`src/rtl/rs_csr_inorder_if.sv`:
```
// rtl/rs_csr_inorder_if.sv - dispatch/wakeup/flush/issue bundle for the CSR reservation station
//
// Purpose: groups every non-clock, non-reset signal of rs_csr_inorder.
// Ports (signals):
//   dispatch : start, RS_inst_num, Rd, ALUOP, csr_data, operand1, operand1_valid
//   wakeup   : wb_valid[NUM_WB], wb_tag[NUM_WB*TAG_W] (channel c at [c*TAG_W +: TAG_W])
//   flush    : flush_valid, flush_inst_num
//   issue    : issue_ready (in), issue_valid and issue_* payload (out)
//   status   : full, count
// Modports: master drives the station (dispatch/wakeup/flush/issue_ready),
//           slave is the station itself.
interface rs_csr_inorder_if #(
   parameter int DEPTH  = 16,
   parameter int TAG_W  = 8,
   parameter int NUM_WB = 6,
   parameter int INST_W = 32,
   parameter int DATA_W = 32,
   parameter int OP_W   = 4
);
   logic                      start;
   logic [INST_W-1:0]         RS_inst_num;
   logic [TAG_W-1:0]          Rd;
   logic [OP_W-1:0]           ALUOP;
   logic [DATA_W-1:0]         csr_data;
   logic [TAG_W-1:0]          operand1;
   logic                      operand1_valid;

   logic [NUM_WB-1:0]         wb_valid;
   logic [NUM_WB*TAG_W-1:0]   wb_tag;

   logic                      flush_valid;
   logic [INST_W-1:0]         flush_inst_num;

   logic                      issue_ready;
   logic                      issue_valid;
   logic [TAG_W-1:0]          issue_operand1;
   logic [INST_W-1:0]         issue_inst_num;
   logic [TAG_W-1:0]          issue_Rd;
   logic [OP_W-1:0]           issue_ALUOP;
   logic [DATA_W-1:0]         issue_csr_data;

   logic                      full;
   logic [$clog2(DEPTH+1)-1:0] count;

   modport master (
      output start, RS_inst_num, Rd, ALUOP, csr_data, operand1, operand1_valid,
      output wb_valid, wb_tag, flush_valid, flush_inst_num, issue_ready,
      input  issue_valid, issue_operand1, issue_inst_num, issue_Rd, issue_ALUOP,
      input  issue_csr_data, full, count
   );

   modport slave (
      input  start, RS_inst_num, Rd, ALUOP, csr_data, operand1, operand1_valid,
      input  wb_valid, wb_tag, flush_valid, flush_inst_num, issue_ready,
      output issue_valid, issue_operand1, issue_inst_num, issue_Rd, issue_ALUOP,
      output issue_csr_data, full, count
   );
endinterface

```
`src/rtl/rs_csr_inorder.sv`:
```
// rtl/rs_csr_inorder.sv - in-order CSR reservation station with wakeup, flush and issue register
//
// Purpose: holds dispatched CSR ops in a program-order circular queue, wakes their
// single source tag from NUM_WB broadcast channels, and issues only the oldest
// entry (once ready) through a valid/ready issue register. Mispredict flush kills
// every entry younger than flush_inst_num.
// Ports:
//   clk   - clock
//   reset - synchronous, active-high
//   bus   - rs_csr_inorder_if.slave: dispatch, wakeup, flush, issue handshake, full/count
module rs_csr_inorder #(
   parameter int DEPTH  = 16,
   parameter int TAG_W  = 8,
   parameter int NUM_WB = 6,
   parameter int INST_W = 32,
   parameter int DATA_W = 32,
   parameter int OP_W   = 4
) (
   input logic             clk,
   input logic             reset,
   rs_csr_inorder_if.slave bus
);
   localparam int PTR_W = $clog2(DEPTH);
   localparam int CNT_W = $clog2(DEPTH + 1);

   // Entry payload (no reset needed: occ_q qualifies every use)
   logic [INST_W-1:0] inst_q [DEPTH];
   logic [TAG_W-1:0]  rd_q   [DEPTH];
   logic [OP_W-1:0]   op_q   [DEPTH];
   logic [DATA_W-1:0] data_q [DEPTH];
   logic [TAG_W-1:0]  src_q  [DEPTH];

   logic [DEPTH-1:0]  occ_q, occ_d;
   logic [DEPTH-1:0]  rdy_q, rdy_d;
   logic [PTR_W-1:0]  head_q, head_d;
   logic [PTR_W-1:0]  tail_q, tail_d;
   logic [CNT_W-1:0]  count_q, count_d;
   logic              full_q, full_d;

   logic              issue_valid_q, issue_valid_d;
   logic [TAG_W-1:0]  issue_src_q;
   logic [INST_W-1:0] issue_inst_q;
   logic [TAG_W-1:0]  issue_rd_q;
   logic [OP_W-1:0]   issue_op_q;
   logic [DATA_W-1:0] issue_data_q;

   logic [DEPTH-1:0]  kill;
   logic [DEPTH-1:0]  wake;
   logic [CNT_W-1:0]  survivors;
   logic              head_ok;
   logic              load;
   logic              accept;
   logic              disp_rdy;
   logic              issue_kill;

   function automatic logic wb_match(
      input logic [TAG_W-1:0]        tag,
      input logic [NUM_WB-1:0]       valid,
      input logic [NUM_WB*TAG_W-1:0] tags
   );
      logic hit;
      hit = 1'b0;
      for (int c = 0; c < NUM_WB; c++) begin
         if (valid[c] && (tags[c*TAG_W +: TAG_W] == tag)) hit = 1'b1;
      end
      return hit;
   endfunction

   // Per-entry flush kill and wakeup match. Occupied entries are contiguous
   // from head in program order, so the killed ones form a suffix and the
   // survivor count alone locates the new tail.
   always_comb begin
      kill      = '0;
      wake      = '0;
      survivors = '0;
      for (int i = 0; i < DEPTH; i++) begin
         kill[i] = bus.flush_valid && occ_q[i] && (inst_q[i] > bus.flush_inst_num);
         wake[i] = wb_match(src_q[i], bus.wb_valid, bus.wb_tag);
         if (occ_q[i] && !kill[i]) survivors = survivors + CNT_W'(1);
      end
   end

   assign head_ok    = occ_q[head_q] && rdy_q[head_q] && !kill[head_q];
   assign load       = head_ok && (!issue_valid_q || bus.issue_ready);
   // full is registered, so a dispatch against a full queue is dropped even
   // if the head pops in the same cycle.
   assign accept     = bus.start && !full_q && !bus.flush_valid;
   // Same-cycle bypass: a broadcast coinciding with dispatch marks it ready.
   assign disp_rdy   = bus.operand1_valid || wb_match(bus.operand1, bus.wb_valid, bus.wb_tag);
   assign issue_kill = bus.flush_valid && issue_valid_q && (issue_inst_q > bus.flush_inst_num);

   always_comb begin
      occ_d         = occ_q;
      rdy_d         = rdy_q;
      head_d        = head_q;
      tail_d        = tail_q;
      count_d       = count_q;
      issue_valid_d = issue_valid_q;

      for (int i = 0; i < DEPTH; i++) begin
         if (occ_q[i] && wake[i]) rdy_d[i] = 1'b1;
      end

      if (load) begin
         occ_d[head_q] = 1'b0;
         rdy_d[head_q] = 1'b0;
         head_d        = head_q + PTR_W'(1);
      end

      if (bus.flush_valid) begin
         occ_d   = occ_d & ~kill;
         rdy_d   = rdy_d & ~kill;
         tail_d  = head_q + survivors[PTR_W-1:0];
         count_d = survivors - CNT_W'(load);
      end else begin
         if (accept) begin
            occ_d[tail_q] = 1'b1;
            rdy_d[tail_q] = disp_rdy;
            tail_d        = tail_q + PTR_W'(1);
         end
         count_d = count_q + CNT_W'(accept) - CNT_W'(load);
      end

      // A load always carries a surviving op, so it wins over a flush kill.
      if (load) begin
         issue_valid_d = 1'b1;
      end else if (issue_kill || (issue_valid_q && bus.issue_ready)) begin
         issue_valid_d = 1'b0;
      end
   end

   assign full_d = (count_d == CNT_W'(DEPTH));

   always_ff @(posedge clk) begin
      if (reset) begin
         occ_q         <= '0;
         rdy_q         <= '0;
         head_q        <= '0;
         tail_q        <= '0;
         count_q       <= '0;
         full_q        <= 1'b0;
         issue_valid_q <= 1'b0;
         issue_src_q   <= '0;
         issue_inst_q  <= '0;
         issue_rd_q    <= '0;
         issue_op_q    <= '0;
         issue_data_q  <= '0;
      end else begin
         occ_q         <= occ_d;
         rdy_q         <= rdy_d;
         head_q        <= head_d;
         tail_q        <= tail_d;
         count_q       <= count_d;
         full_q        <= full_d;
         issue_valid_q <= issue_valid_d;
         // Payload only changes on a load, which keeps it stable under backpressure.
         if (load) begin
            issue_src_q  <= src_q[head_q];
            issue_inst_q <= inst_q[head_q];
            issue_rd_q   <= rd_q[head_q];
            issue_op_q   <= op_q[head_q];
            issue_data_q <= data_q[head_q];
         end
      end
   end

   always_ff @(posedge clk) begin
      if (accept) begin
         inst_q[tail_q] <= bus.RS_inst_num;
         rd_q[tail_q]   <= bus.Rd;
         op_q[tail_q]   <= bus.ALUOP;
         data_q[tail_q] <= bus.csr_data;
         src_q[tail_q]  <= bus.operand1;
      end
   end

   assign bus.full           = full_q;
   assign bus.count          = count_q;
   assign bus.issue_valid    = issue_valid_q;
   assign bus.issue_operand1 = issue_src_q;
   assign bus.issue_inst_num = issue_inst_q;
   assign bus.issue_Rd       = issue_rd_q;
   assign bus.issue_ALUOP    = issue_op_q;
   assign bus.issue_csr_data = issue_data_q;
endmodule

```
`src/flat_wrapper.sv`:
```
// flat-port wrapper written by rule: the top's interface ports become plain ports
module rs_csr_inorder_flat 
#(
   parameter int DEPTH  = 16,
   parameter int TAG_W  = 8,
   parameter int NUM_WB = 6,
   parameter int INST_W = 32,
   parameter int DATA_W = 32,
   parameter int OP_W   = 4
)
  (clk, reset, bus_start, bus_RS_inst_num, bus_Rd, bus_ALUOP, bus_csr_data, bus_operand1, bus_operand1_valid, bus_wb_valid, bus_wb_tag, bus_flush_valid, bus_flush_inst_num, bus_issue_ready, bus_issue_valid, bus_issue_operand1, bus_issue_inst_num, bus_issue_Rd, bus_issue_ALUOP, bus_issue_csr_data, bus_full, bus_count);
  rs_csr_inorder_if #(.DEPTH(DEPTH), .TAG_W(TAG_W), .NUM_WB(NUM_WB), .INST_W(INST_W), .DATA_W(DATA_W), .OP_W(OP_W)) bus_i ();
  input logic clk;
  input logic reset;
  input wire logic [$bits(bus_i.start)-1:0] bus_start;
  input wire logic [$bits(bus_i.RS_inst_num)-1:0] bus_RS_inst_num;
  input wire logic [$bits(bus_i.Rd)-1:0] bus_Rd;
  input wire logic [$bits(bus_i.ALUOP)-1:0] bus_ALUOP;
  input wire logic [$bits(bus_i.csr_data)-1:0] bus_csr_data;
  input wire logic [$bits(bus_i.operand1)-1:0] bus_operand1;
  input wire logic [$bits(bus_i.operand1_valid)-1:0] bus_operand1_valid;
  input wire logic [$bits(bus_i.wb_valid)-1:0] bus_wb_valid;
  input wire logic [$bits(bus_i.wb_tag)-1:0] bus_wb_tag;
  input wire logic [$bits(bus_i.flush_valid)-1:0] bus_flush_valid;
  input wire logic [$bits(bus_i.flush_inst_num)-1:0] bus_flush_inst_num;
  input wire logic [$bits(bus_i.issue_ready)-1:0] bus_issue_ready;
  output wire logic [$bits(bus_i.issue_valid)-1:0] bus_issue_valid;
  output wire logic [$bits(bus_i.issue_operand1)-1:0] bus_issue_operand1;
  output wire logic [$bits(bus_i.issue_inst_num)-1:0] bus_issue_inst_num;
  output wire logic [$bits(bus_i.issue_Rd)-1:0] bus_issue_Rd;
  output wire logic [$bits(bus_i.issue_ALUOP)-1:0] bus_issue_ALUOP;
  output wire logic [$bits(bus_i.issue_csr_data)-1:0] bus_issue_csr_data;
  output wire logic [$bits(bus_i.full)-1:0] bus_full;
  output wire logic [$bits(bus_i.count)-1:0] bus_count;
  assign bus_i.start = bus_start;
  assign bus_i.RS_inst_num = bus_RS_inst_num;
  assign bus_i.Rd = bus_Rd;
  assign bus_i.ALUOP = bus_ALUOP;
  assign bus_i.csr_data = bus_csr_data;
  assign bus_i.operand1 = bus_operand1;
  assign bus_i.operand1_valid = bus_operand1_valid;
  assign bus_i.wb_valid = bus_wb_valid;
  assign bus_i.wb_tag = bus_wb_tag;
  assign bus_i.flush_valid = bus_flush_valid;
  assign bus_i.flush_inst_num = bus_flush_inst_num;
  assign bus_i.issue_ready = bus_issue_ready;
  assign bus_issue_valid = bus_i.issue_valid;
  assign bus_issue_operand1 = bus_i.issue_operand1;
  assign bus_issue_inst_num = bus_i.issue_inst_num;
  assign bus_issue_Rd = bus_i.issue_Rd;
  assign bus_issue_ALUOP = bus_i.issue_ALUOP;
  assign bus_issue_csr_data = bus_i.issue_csr_data;
  assign bus_full = bus_i.full;
  assign bus_count = bus_i.count;
  rs_csr_inorder #(.DEPTH(DEPTH), .TAG_W(TAG_W), .NUM_WB(NUM_WB), .INST_W(INST_W), .DATA_W(DATA_W), .OP_W(OP_W)) u_core (.clk(clk), .reset(reset), .bus(bus_i));
endmodule
```
`config.mk`:
```
export PLATFORM = sky130hd
export DESIGN_NAME = rs_csr_inorder_flat
export DESIGN_NICKNAME = d
export VERILOG_FILES = /design/src/rtl/rs_csr_inorder_if.sv /design/src/rtl/rs_csr_inorder.sv /design/src/flat_wrapper.sv
export SDC_FILE = /design/constraint.sdc
export NUM_CORES = 2
export LEC_CHECK = 0
export CAP_MARGIN = 10
export CELL_PAD_IN_SITES_DETAIL_PLACEMENT = 0
export CELL_PAD_IN_SITES_GLOBAL_PLACEMENT = 1
export CORE_MARGIN = 2
export CORE_UTILIZATION = 47
export DETAILED_ROUTE_END_ITERATION = 8
export GPL_ROUTABILITY_DRIVEN = 0
export GPL_TIMING_DRIVEN = 0
export HOLD_SLACK_MARGIN = 0.05
export PLACE_DENSITY = 0.77
export SKIP_LAST_GASP = 1
export SYNTH_ARGS = -nofsm -noshare
export SYNTH_HDL_FRONTEND = slang
export SYNTH_SLANG_ARGS = --single-unit
```
`constraint.sdc`:
```
create_clock -name clk -period 13.1 [get_ports clk]
set_input_delay 2.62 -clock clk [delete_from_list [all_inputs] [get_ports clk]]
set_output_delay 2.62 -clock clk [all_outputs]
set_load 0.03 [all_outputs]
```
==> impl_metrics.yaml <==
die:
  core_area_sq_mm: 0.170
  die_h_microns: 418
  rows: 151
  die-area_sq_mm: 0.175
  die_x_microns: 418
  initial_core_util_pct: 47.4
  pin_count: 267
layout:
  final_core_util_pct: 55.6
  layout.nets: 7076
  final_layout_size_suffix_gt1_share_pct: 16.7
  layout_commonest_cell: "edfxtp_1"
  postLayoutCellArea_sq_mm: 0.0944
  syn2layout_area_growth_pct: 17.3
  final_cell_mix: "edfxtp_1, xor2_1, ha_1"
synthesis:
  synth_area_sq_mm: 0.0805
  ys_ff_latch: 1475
  async_flop_share_pct: 0
  ys.flop_type: "edfxtp_1"
  ys_warn_count: 0
  synth_cell_types: 92
  syn_inst: 5697
  synth-edff-count: 1344
  ys_seq_area_share_pct: 53.4
  syn_nets: 6453
  postSynthAreaPerCell_sq_um: 14.1
worst_setup_path:
  r2r_cells: 58
  rrSetupSlack_ps: 1670
  critPathLaunchType: "input pin"
  crit_path_max_incr_delay_ps: 860
  rr_endpoint: "u_core.bus.full"
  r2r-start: "u_core.inst_q[0][1]"
  crit_type: "in2reg"
  arrival_ps: 13810
  cp_slowest_cell: "or4_1"
  path_max_fanout: 15
  crit_path_end_kind: "flop"
  required_ps: 13790
drt:
  totalWireLength_microns: 288000
  drtIter0Drc: 8294
  drc_errors: 0
  wl_per_cell_microns: 33.2
  postRouteAntennaNets: 0
  num_vias: 56300
  viasPerCell: 6.49
  drtPass1Iterations: 8
sta:
  hold_viol: 0
  fin_crit_sh_pct: 100
  setup_viol_count_final: 1
  worst_slack_ps: -19.0
  rsz0062_at_grt: "true"
  tightest_slew_ps: 1490
  slew_headroom_pct: 0.457
  skew_ps: 36.4
  max_freq_mhz: 76.2
  final.min_clock_period_ps: 13120
  maxSlewViolCount: 0
power:
  seq_power_share_pct: 48.3
  p_per_area_mw_per_mm2: 114
  ir_drop_mv: 0.106
  p_sw_share_pct: 24.2
  power_frac_clock_pct: 42.0
  p_leak_nw: 32.0
  combPwrFrac_pct: 9.7
  p_int_mw: 8.17
  p_sw_mw: 2.61
status:
  outcome: "finished, violations left"
  violations: "max-capacitance violations, negative setup slack"
run:
  cap_violations: 1
place:
  place_hpwl_microns: 203000
  dpl_cell_area_sq_mm: 0.0872
  io_buffers: 211
clock_network:
  clkTransAtPathRegs_ps: 60
  clk_latency_ps: 830
  cts_buffers: 155
  cts_sinks: 1475
  root_buffer: "clkbuf_16"
  cts_max_path_buffers: 3
  holdBufCountCts: 0
  cts_tree: "done"
  htree_levels: 4
global_route:
  grt_pass1_vias: 54400
  grt_max_degree: 57
  track_usage_pct: 32.5
  antenna_found_initial: 19
  grt_overflow: 0
  grt_pass1_wl_microns: 402000
worst_hold_path:
  hp-class: "reg2reg"
  whs_path_depth: 2
  min_from: "u_core.bus.issue_csr_data[25]"
  hold-path-endpoint: "u_core.bus.issue_csr_data[25]"
-- power by group through the flow --
stage          clock network [mW]  logic, mW  registers, mW
3_3_place_gp                    0      0.885           5.33
5_1_grt                      4.74       1.11           5.21
3_5_place_dp                    0      0.929           5.31
4_1_cts                      4.56      0.969           5.21
2_1_floorplan                   0      0.522           5.31
6_report                     4.53       1.05           5.21
-- worst max-delay path, delay by kind of cell --
| kind | cells | cell delay, ps |
|---|---|---|
| and+or+nand+nor | 10 | 2420 |
| adders and majority gates | 5 | 1470 |
| buffers and inverters | 10 | 2120 |
| xor gates and xnor gates | 8 | 2300 |
| AOI/OAI and AO/OA | 6 | 1680 |
| muxes | 4 | 1140 |
-- cell families (layout without fill, tap and decap cells) --
family | after synthesis | count (layout) | synth area share, %
DFF | 1475 | 1475 | 53.4
and+or+nand+nor | 1079 | 1079 | 7.04
xor gates and xnor gates | 887 | 887 | 9.87
AOI/OAI and AO/OA | 643 | 643 | 5.07
adders and majority gates | 582 | 582 | 9.06
muxes | 529 | 529 | 13.2
buffers and inverters | 502 | 1255 | 2.35
other | 0 | 7 | 0
-- Yosys cell counts, types with 39 or more instances --
library cell,count,share of area (%)
mux2i_1,100,1.2
ha_1,578,9.0
clkbuf_1,235,1.1
nand4_1,167,1.3
nor2b_1,48,0.37
nor3_1,79,0.49
o21ai_0,117,0.73
xor2_1,616,6.7
xnor2_1,258,2.8
mux4_2,425,12
edfxtp_1,1344,50
nand2_1,130,0.61
nand2b_1,39,0.30
a31oi_1,45,0.35
dfxtp_1,131,3.3
a21o_1,58,0.54
buf_1,150,0.70
nor2_1,225,1.0
nor4_1,178,1.4
a21oi_1,212,1.3
inv_1,110,0.51
nand3_1,136,0.85
-- worst max path at each step --
| stage | slack (ps) | start | end | cells past startpoint |
|---|---|---|---|---|
| after floorplan | 220 | bus_flush_inst_num[1] | u_core.tail_q[3] | 56 |
| after global placement | -6320 | bus_flush_valid | u_core.rdy_q[0] | 10 |
| after detailed placement | -4620 | bus_flush_inst_num[30] | u_core.tail_q[3] | 52 |
| after CTS | 20 | bus_flush_inst_num[18] | u_core.bus.full | 58 |
| after global routing | -460 | bus_flush_inst_num[18] | u_core.bus.full | 58 |
| final | -20 | bus_flush_inst_num[30] | u_core.bus.full | 43 |
-- stage by stage --
| step | setup WS (ps) | std cells | hold WS (ps) | setup TNS, ps | total power, mW |
|---|---|---|---|---|---|
| after floorplan | 221 | 5697 | 512 | 0 | 5.84 |
| after global routing | -455 | 8670 | 525 | -1440 | 11.1 |
| after CTS | 20.1 | 8577 | 497 | 0 | 10.7 |
| final | -19.0 | 8675 | 494 | -19.0 | 10.8 |
| after detailed placement | -4620 | 8236 | 482 | -33370 | 6.24 |
| after global placement | -6320 | 8126 | 473 | -2258890 | 6.21 |
-- sequential cells by signal (all words and copies together) (netlist names) --
name	flops
u_core.rd_q	128
u_core.bus.issue_operand1	8
u_core.bus.issue_valid	1
u_core.rdy_q	16
u_core.bus.issue_ALUOP	4
u_core.bus.issue_inst_num	32
u_core.occ_q	16
u_core.src_q	128
u_core.bus.full	1
u_core.bus.issue_csr_data	32
u_core.data_q	512
u_core.op_q	64
u_core.head_q	4
u_core.bus.count	5
u_core.tail_q	4
u_core.inst_q	512
u_core.bus.issue_Rd	8
-- metal layers --
metal  GRT usage [%]  wire (microns)
met1            43.3          110000
met2            49.2          128000
met3            8.85           34100
met4            16.0           16500
met5               0             107
-- repair_timing --
| action | CTS | global route |
|---|---|---|
| hold endpoints to repair | 0 | 0 |
| endpoints found under the setup margin | 8 | 8 |
| pin swaps | 26 | 39 |
| buffers inserted | 54 | 76 |
| gates resized for setup | 73 | 72 |
-- final cells by class --
class	instances	area (sq um)
antenna	7	17.5
buffer	387	1470
clock buffer	194	4180
clock inverter	93	1010
fill	13600	75300
inverter	115	553
multi-input combinational	3720	36300
sequential	1475	43000
tap	2218	2780
timing repair buffer	466	5120
Power figures use the tool's default switching activity.
